[src/rtl/riscv_enc_pkg.sv]
// Shared RV32I encoder constants: format codes, opcodes, NOP word and immediate range limits.
package riscv_enc_pkg;

    localparam logic [2:0] FMT_R = 3'd0;
    localparam logic [2:0] FMT_I = 3'd1;
    localparam logic [2:0] FMT_S = 3'd2;
    localparam logic [2:0] FMT_B = 3'd3;
    localparam logic [2:0] FMT_U = 3'd4;
    localparam logic [2:0] FMT_J = 3'd5;

    localparam logic [6:0] OPC_OP     = 7'b0110011;
    localparam logic [6:0] OPC_OP_IMM = 7'b0010011;
    localparam logic [6:0] OPC_LOAD   = 7'b0000011;
    localparam logic [6:0] OPC_STORE  = 7'b0100011;
    localparam logic [6:0] OPC_BRANCH = 7'b1100011;
    localparam logic [6:0] OPC_JAL    = 7'b1101111;
    localparam logic [6:0] OPC_JALR   = 7'b1100111;
    localparam logic [6:0] OPC_LUI    = 7'b0110111;
    localparam logic [6:0] OPC_AUIPC  = 7'b0010111;

    localparam logic [31:0] NOP_INSTR = 32'h0000_0013;

    // Signed immediate limits; B and J additionally require an even offset.
    localparam logic signed [31:0] IMM_IS_MIN = -32'sd2048;
    localparam logic signed [31:0] IMM_IS_MAX =  32'sd2047;
    localparam logic signed [31:0] IMM_B_MIN  = -32'sd4096;
    localparam logic signed [31:0] IMM_B_MAX  =  32'sd4094;
    localparam logic signed [31:0] IMM_J_MIN  = -32'sd1048576;
    localparam logic signed [31:0] IMM_J_MAX  =  32'sd1048574;

endpackage

[src/rtl/enc_skid_fifo.sv]
// Two-entry shift FIFO; the head always sits in slot0 so the output is a plain register.
module enc_skid_fifo #(
    parameter int unsigned          DATA_W  = 32,
    parameter logic [DATA_W-1:0]    RST_VAL = '0
) (
    input  logic              clk,
    input  logic              clear_i,
    input  logic              push_i,
    input  logic [DATA_W-1:0] data_i,
    input  logic              pop_i,
    output logic [DATA_W-1:0] data_o,
    output logic              valid_o,
    output logic              ready_o
);

    logic [1:0]        count_q, count_d;
    logic [DATA_W-1:0] slot0_q, slot0_d;
    logic [DATA_W-1:0] slot1_q, slot1_d;
    logic              push_ok, pop_ok;

    assign ready_o = (count_q != 2'd2);
    assign valid_o = (count_q != 2'd0);
    assign data_o  = slot0_q;
    assign push_ok = push_i && ready_o;
    assign pop_ok  = pop_i && valid_o;

    always_comb begin
        count_d = count_q;
        slot0_d = slot0_q;
        slot1_d = slot1_q;
        case ({push_ok, pop_ok})
            2'b10: begin
                if (count_q == 2'd0) slot0_d = data_i;
                else                 slot1_d = data_i;
                count_d = count_q + 2'd1;
            end
            2'b01: begin
                slot0_d = slot1_q;
                count_d = count_q - 2'd1;
            end
            // Simultaneous push/pop only happens at occupancy 1: new word becomes the head.
            2'b11: slot0_d = data_i;
            default: ;
        endcase
    end

    always_ff @(posedge clk) begin
        if (clear_i) begin
            count_q <= 2'd0;
            slot0_q <= RST_VAL;
            slot1_q <= RST_VAL;
        end else begin
            count_q <= count_d;
            slot0_q <= slot0_d;
            slot1_q <= slot1_d;
        end
    end

endmodule

[src/rtl/instr_encoder.sv]
// Streaming RV32I instruction encoder with incrementing write address and sticky range error.
// Optional immediate range checking is enabled by defining INSTR_ENCODER_RANGE_CHECK_EN.
module instr_encoder
    import riscv_enc_pkg::*;
#(
    parameter logic [31:0] BASE_ADDR = 32'h0000_0000,
    parameter int unsigned ADDR_W    = 32
) (
    input  logic              clk,
    input  logic              rst,
    input  logic              flush,
    input  logic              in_valid,
    output logic              in_ready,
    input  logic [2:0]        fmt,
    input  logic [6:0]        opcode,
    input  logic [4:0]        rd,
    input  logic [4:0]        rs1,
    input  logic [4:0]        rs2,
    input  logic [2:0]        funct3,
    input  logic [6:0]        funct7,
    input  logic [31:0]       imm,
    output logic              out_valid,
    input  logic              out_ready,
    output logic [31:0]       out_instr,
    output logic [ADDR_W-1:0] out_addr,
    output logic              range_err
);

    localparam int unsigned       DATA_W = 32 + ADDR_W;
    localparam logic [ADDR_W-1:0] BASE   = ADDR_W'(BASE_ADDR);

    logic [ADDR_W-1:0] addr_q, addr_d;
    logic              err_q, err_d;
    logic [31:0]       instr_c;
    logic              fmt_bad_c;
    logic              imm_bad_c;
    logic              push_c;
    logic              clear_c;

    assign push_c  = in_valid && in_ready;
    assign clear_c = rst || flush;

    // Scatter the immediate into its format-specific bit positions.
    always_comb begin
        instr_c   = NOP_INSTR;
        fmt_bad_c = 1'b0;
        case (fmt)
            FMT_R: instr_c = {funct7, rs2, rs1, funct3, rd, opcode};
            FMT_I: instr_c = {imm[11:0], rs1, funct3, rd, opcode};
            FMT_S: instr_c = {imm[11:5], rs2, rs1, funct3, imm[4:0], opcode};
            FMT_B: instr_c = {imm[12], imm[10:5], rs2, rs1, funct3, imm[4:1], imm[11], opcode};
            FMT_U: instr_c = {imm[31:12], rd, opcode};
            FMT_J: instr_c = {imm[20], imm[10:1], imm[11], imm[19:12], rd, opcode};
            default: begin
                instr_c   = NOP_INSTR;
                fmt_bad_c = 1'b1;
            end
        endcase
    end

`ifdef INSTR_ENCODER_RANGE_CHECK_EN
    logic signed [31:0] imm_s;
    assign imm_s = $signed(imm);

    always_comb begin
        imm_bad_c = 1'b0;
        case (fmt)
            FMT_I, FMT_S: imm_bad_c = (imm_s < IMM_IS_MIN) || (imm_s > IMM_IS_MAX);
            FMT_B:        imm_bad_c = (imm_s < IMM_B_MIN) || (imm_s > IMM_B_MAX) || imm[0];
            FMT_J:        imm_bad_c = (imm_s < IMM_J_MIN) || (imm_s > IMM_J_MAX) || imm[0];
            FMT_U:        imm_bad_c = (imm[11:0] != 12'd0);
            default:      imm_bad_c = 1'b0;
        endcase
    end
`else
    assign imm_bad_c = 1'b0;
`endif

    always_comb begin
        addr_d = addr_q;
        err_d  = err_q;
        if (push_c) begin
            addr_d = addr_q + ADDR_W'(4);
            err_d  = err_q | fmt_bad_c | imm_bad_c;
        end
    end

    always_ff @(posedge clk) begin
        if (clear_c) begin
            addr_q <= BASE;
            err_q  <= 1'b0;
        end else begin
            addr_q <= addr_d;
            err_q  <= err_d;
        end
    end

    enc_skid_fifo #(
        .DATA_W  (DATA_W),
        .RST_VAL ({32'h0000_0000, BASE})
    ) u_fifo (
        .clk     (clk),
        .clear_i (clear_c),
        .push_i  (push_c),
        .data_i  ({instr_c, addr_q}),
        .pop_i   (out_valid && out_ready),
        .data_o  ({out_instr, out_addr}),
        .valid_o (out_valid),
        .ready_o (in_ready)
    );

    assign range_err = err_q;

endmodule

[config.mk]
export PLATFORM = sky130hd
export DESIGN_NAME = instr_encoder
export DESIGN_NICKNAME = d
export VERILOG_FILES = /design/src/rtl/riscv_enc_pkg.sv /design/src/rtl/enc_skid_fifo.sv /design/src/rtl/instr_encoder.sv
export SDC_FILE = /design/constraint.sdc
export NUM_CORES = 1
export LEC_CHECK = 0
export ABC_AREA = 1
export CAP_MARGIN = 40
export CORE_MARGIN = 2
export CORE_UTILIZATION = 40
export DETAILED_ROUTE_END_ITERATION = 8
export DONT_BUFFER_PORTS = 1
export PLACE_DENSITY = 0.55
export SYNTH_ARGS = -nofsm -noshare
export SYNTH_HDL_FRONTEND = slang
export SYNTH_HIERARCHICAL = 1
export SYNTH_SLANG_ARGS = --single-unit
[constraint.sdc]
create_clock -name clk -period 2.49 [get_ports clk]
set_input_delay 0.747 -clock clk [delete_from_list [all_inputs] [get_ports clk]]
set_output_delay 0.747 -clock clk [all_outputs]
set_load 0.05 [all_outputs]
After elaboration in Yosys (flattened, before gate mapping):

Index checks and enable logic that the tools add are counted.

* bits of input ports: 72
* output and inout port bits: 67
* register bits after elaboration: 163

* eq/ne operators: 10
* $add $sub $neg: 3
* bitwise gates (word level): 2
* reduce and logical (&&, ||, !) cells: 13
* muxes and demuxes: 5

Operator list (number)
* 32-bit case mux with 6 select lines: 1
* 64-bit case mux with 3 select lines: 1
* 64-bit two-way mux: 1
* 32-bit by 3-bit adder with 32-bit output (second input constant): 1
* 3-bit by 2-bit equality test with 1-bit output (second input constant): 2
* 3-bit equality test (second input constant): 2
* 6-bit OR reduction: 1
* 2-bit equality test (second input constant): 2
* 1-bit logical AND: 4
* 2-bit case mux with 2 select lines: 1
* 2-bit AND reduction: 2
* 2-bit nonzero test: 2
* 3-bit by 1-bit equality test with 1-bit output (second input constant): 1
* 3-bit zero test: 1
* 3-bit nonzero test: 1
* 2-bit by 1-bit adder with 2-bit output (second input constant): 1
* 2-bit by 1-bit equality test with 1-bit output (second input constant): 1
* 2-bit zero test: 1
* 2-bit by 1-bit != test with 1-bit output (second input constant): 1
* 2-bit != test (second input constant): 1
* 2-bit by 1-bit subtractor with 2-bit output (second input constant): 1
* 1-bit logical OR: 1
* 1-bit two-way mux: 1
* 1-bit NOT: 1
* 1-bit OR: 1

Longest topological paths before layout:

* depth after elaboration: 6
* gate-level depth with buffers: 16
* gate-level depth less buffers: 12

By module:

Netlist, hierarchy kept.

Modules (own cells, without submodules)
* enc_skid_fifo: area an instance 6102.1 um2, times used 1, cells an instance 927
* instr_encoder: area an instance 2219.6 um2, times used 1, cells an instance 383

Worst setup path after synthesis:

Ideal clock, no wire load.

* path type: reg-to-reg
* start: register u_fifo.count_q[0]
* end: register u_fifo.slot0_q[52] (netlist: u_fifo/data_o[52])
* stages on the path, launching flop included: 13
* clock period less this slack: 2.197 ns
* data arrival time: 2.082 ns
* slack: 0.293 ns
* cell sequence: dfxtp_1 -> inv_2 -> nand2_1 -> nand2_2 -> inv_2 -> nand2_1 -> ha_1 -> buf_2 -> buf_2 -> nand2_1 -> nand2_1 -> a21oi_1 -> nor2_1

* word-level cells in the longest chain between the ends: 6
* elaborated cells between the ends (all ways): 14
* those cells by class: 5 x eq/ne; 1 x mux; 8 x reduce/logical

Ends and longest elaborated chain
* from (decl): line enc_skid_fifo.sv:16 `logic [1:0] count_q, count_d;`
* from (signal assigned): line enc_skid_fifo.sv:53 `count_q <= count_d;`
* 2-bit != test (*): line enc_skid_fifo.sv:21 `assign ready_o = (count_q != 2'd2);`
* net in_ready: line instr_encoder.sv:13 `output logic in_ready,`
* 1-bit logical AND (*): line instr_encoder.sv:40 `assign push_c = in_valid && in_ready;`
* net push_c: line instr_encoder.sv:37 `logic push_c;`
* 1-bit logical AND (*): line enc_skid_fifo.sv:24 `assign push_ok = push_i && ready_o;`
* 2-bit equality test / 2-bit by 1-bit equality test with 1-bit output (equally long branches): line enc_skid_fifo.sv:31 `case ({push_ok, pop_ok})`
* 2-bit by 1-bit != test with 1-bit output (no line) / 3-bit nonzero test (equally long branches)
* 2-bit AND reduction (no line)
* to (signal assigned): line enc_skid_fifo.sv:54 `slot0_q <= slot0_d;`
* to (decl): line enc_skid_fifo.sv:17 `logic [DATA_W-1:0] slot0_q, slot0_d;`

The timed path passes the listed nets; every way through them passes the cells marked *.
A chain may end at the register's enable or synchronous reset.

Worst setup path after layout:

* start: register u_fifo.count_q[0]
* end: output in_ready

* word-level cells in the longest chain between the ends: 1

Ends and longest elaborated chain (line)
* 2-bit != test: enc_skid_fifo.sv:21
* to (decl): instr_encoder.sv:13

No other way between the ends.

==> flow_metrics.py <==
metrics = {
    "global_routing": {
        "overflow": 0,
        "antenna_found_initial": 0,
        "grt_pass1_wl_mm": 36.7,
        "grt_max_degree": 65,
        "grtUsageTotal_pct": 20.8,
        "grt_pass1_vias": 7096,
    },
    "clock_tree": {
        "clk_latency_ns": 0.42,
        "cts-hold-fix-buffers": 0,
        "clock-sinks": 161,
        "cts_tree": "yes",
        "htreeDepth": 4,
        "postCtsSetupRepairBufs": 0,
        "cts_resized": 0,
        "clock_path_buffers": 2,
        "root_buffer": "clkbuf_16",
        "clkTransAtPathRegs_ns": 0.06,
        "cts_buffers": 17,
    },
    "worst_setup_path": {
        "slowest_delay_ns": 0.37,
        "arrival_ns": 1.30,
        "crit_slowest_cell": "dfxtp_1",
        "critPathLaunchType": "flop",
        "end_kind": "primary output",
        "cp_num_buf_inv": 2,
        "required_ns": 1.74,
        "crit_chain": "inv_2 > nand2_1 > buf_4",
        "crit_fanout": 5,
        "crit_family": "flip-flops",
        "crit_type": "reg2out",
    },
    "layout": {
        "multiInputGateArea_um2": 4200,
        "layout_commonest_cell": "nand2_1",
        "layout_common_cells": "nand2_1, nor2_1, dfxtp_1, inv_1, nand3_1",
        "num_antenna_cells": 0,
        "fill_cells": 2165,
        "layout.nets": 1358,
        "syn_to_final_growth_pct": 9.88,
        "drive_gt1_share_pct": 7.64,
        "seqCellArea_um2": 3220,
    },
    "floorplanning": {
        "fp.dieH_um": 148,
        "initial_utilization_pct": 41.0,
        "core_area_um2": 20300,
        "ios": 139,
        "fp.dieW_um": 148,
        "rows": 52,
        "dieArea_um2": 22000,
    },
    "worst_hold_path": {
        "hp-class": "reg2reg",
    },
    "timing": {
        "worst_slew_pin_slew_ns": 0.720,
        "finClkSkew_ns": 0.00891,
        "max-slew-margin-rel_pct": 52.0,
        "hold_viol_final": 0,
        "finalMaxSlewViolations": 0,
        "setup-tns-final_ns": 0,
        "timing.fmax_ghz": 0.488,
        "fin_crit_sh_pct": 82.2,
        "finalSetupViolCount": 0,
        "whs_ns": 0.481,
        "rsz0062_at_grt": "false",
        "min_period_ns": 2.05,
    },
    "routing": {
        "drt-total-wl_mm": 22.4,
        "initialDrtViolationCount": 340,
        "via_per_inst": 4.87,
        "drt_first_pass_iters": 5,
        "vias": 7629,
        "wire_per_inst_um": 14.3,
        "drtAntennaViolNets": 0,
        "drc": 0,
    },
    "power": {
        "p_leak_nw": 3.88,
        "power_density_nw_per_um2": 676,
        "vdd_drop_max_mv": 0.444,
    },
    "synthesis": {
        "async_reset_ff_share_pct": 0,
        "synth_cells": 1310,
        "ys_ff_latch": 161,
        "yosysWarnings": 6,
        "ys_seq_area_share_pct": 38.7,
        "ys_types": 34,
        "synth_edf_count": 0,
        "synth_area_um2": 8320,
        "synth_ff_type": "dfxtp_1",
        "avgSynthCellArea_um2": 6.35,
    },
    "flow_run": {
        "cap_viol_max_count": 0,
    },
    "place": {
        "post-dp-hpwl_mm": 15.2,
        "portBuffers": 0,
        "place_congestion": 0.842,
    },
    "outcome": {
        "status": "complete, no violations",
    },
}
cells in the mapped netlist, drive strengths merged (5+ instances only):
| cell | n | area share, % |
|---|---|---|
| clkbuf | 18 | 0.81 |
| nand3 | 105 | 7.2 |
| inv | 121 | 5.5 |
| buf | 57 | 4.8 |
| nor2 | 263 | 13 |
| nor3 | 5 | 0.30 |
| dfxtp | 161 | 39 |
| nand2 | 381 | 17 |
| nand4 | 8 | 0.60 |
| o21ai | 84 | 5.1 |
| a21oi | 87 | 5.2 |
registers in the layout, summed over array words and instances, names as in the netlist:
signal          cells
u_fifo/count_q      2
range_err           1
u_fifo/slot1_q     64
addr_q             30
u_fifo/data_o      64
worst paths after layout:
check / from / end / slack, ns / cells past startpoint
worst max-delay path: u_fifo/count_q[0] / in_ready / 0.44 / 3
worst min register to register: u_fifo/slot1_q[35] / u_fifo/slot1_q[35] / 0.48 / 2
worst max register to register: u_fifo/count_q[0] / u_fifo/slot1_q[49] / 0.47 / 12
worst min-delay path: u_fifo/slot1_q[35] / u_fifo/slot1_q[35] / 0.48 / 2
cell families (layout without fill, tap and decap cells):
family                   after synthesis  after routing  share of synthesized area (%)
adder cells (fa/ha/maj)                3              3                          0.451
XOR/XNOR                               2              2                          0.211
buffers and inverters                198            180                           11.1
other                                  1              4                         0.0451
AO/OA/AOI/OAI                        179            179                           11.0
flip-flops                           161            161                           38.7
AND/OR/NAND/NOR                      766            766                           38.4
report_power, final:
| group | switching (mW) | internal, mW |
|---|---|---|
| clock | 1.04 | 1.68 |
| combinational | 0.380 | 0.220 |
| sequential | 0.219 | 2.65 |
| total | 1.64 | 4.55 |
stage by stage:
stage	setup WS, ns	area [um2]	utilization (%)	power [mW]	std cells
floorplan	0.293	8330	-	3.39	1313
global placement	0.432	8530	42.0	3.52	1534
detailed placement	0.402	8530	42.0	3.53	1534
CTS	0.446	9140	45.0	6.25	1565
global route	0.293	9140	45.0	6.46	1565
finish	0.443	9140	45.0	6.18	1565
per-layer routing:
metal	share of wire, %	track usage (%)	up-vias
met2	47	35.0	158
met4	1.5	5.81	0
met1	47	27.0	3407
met3	4.9	4.26	22
li1	-	-	4042
met5	0	0	-
worst reg2reg max path, cell delays in order (launching register included):
cell and delay (ns):
dfxtp_1 0.37, inv_2 0.08, nand2_1 0.20, nand2_2 0.09, inv_2 0.21, nand2_1 0.12
inv_1 0.07, ha_1 0.14, nand2_2 0.10, inv_2 0.09, buf_4 0.28, nor2_1 0.09
nor2_1 0.10
final cells by class:
class                      count  share of cell area [%]
timing repair buffer          26                    3.37
inverter                     123                    5.06
multi-input combinational    954                    45.9
clock buffer                  22                    5.30
tap                          270                    3.69
clock inverter                 9                    1.42
sequential                   161                    35.2
No activity file was read; power rests on OpenSTA's default activity.
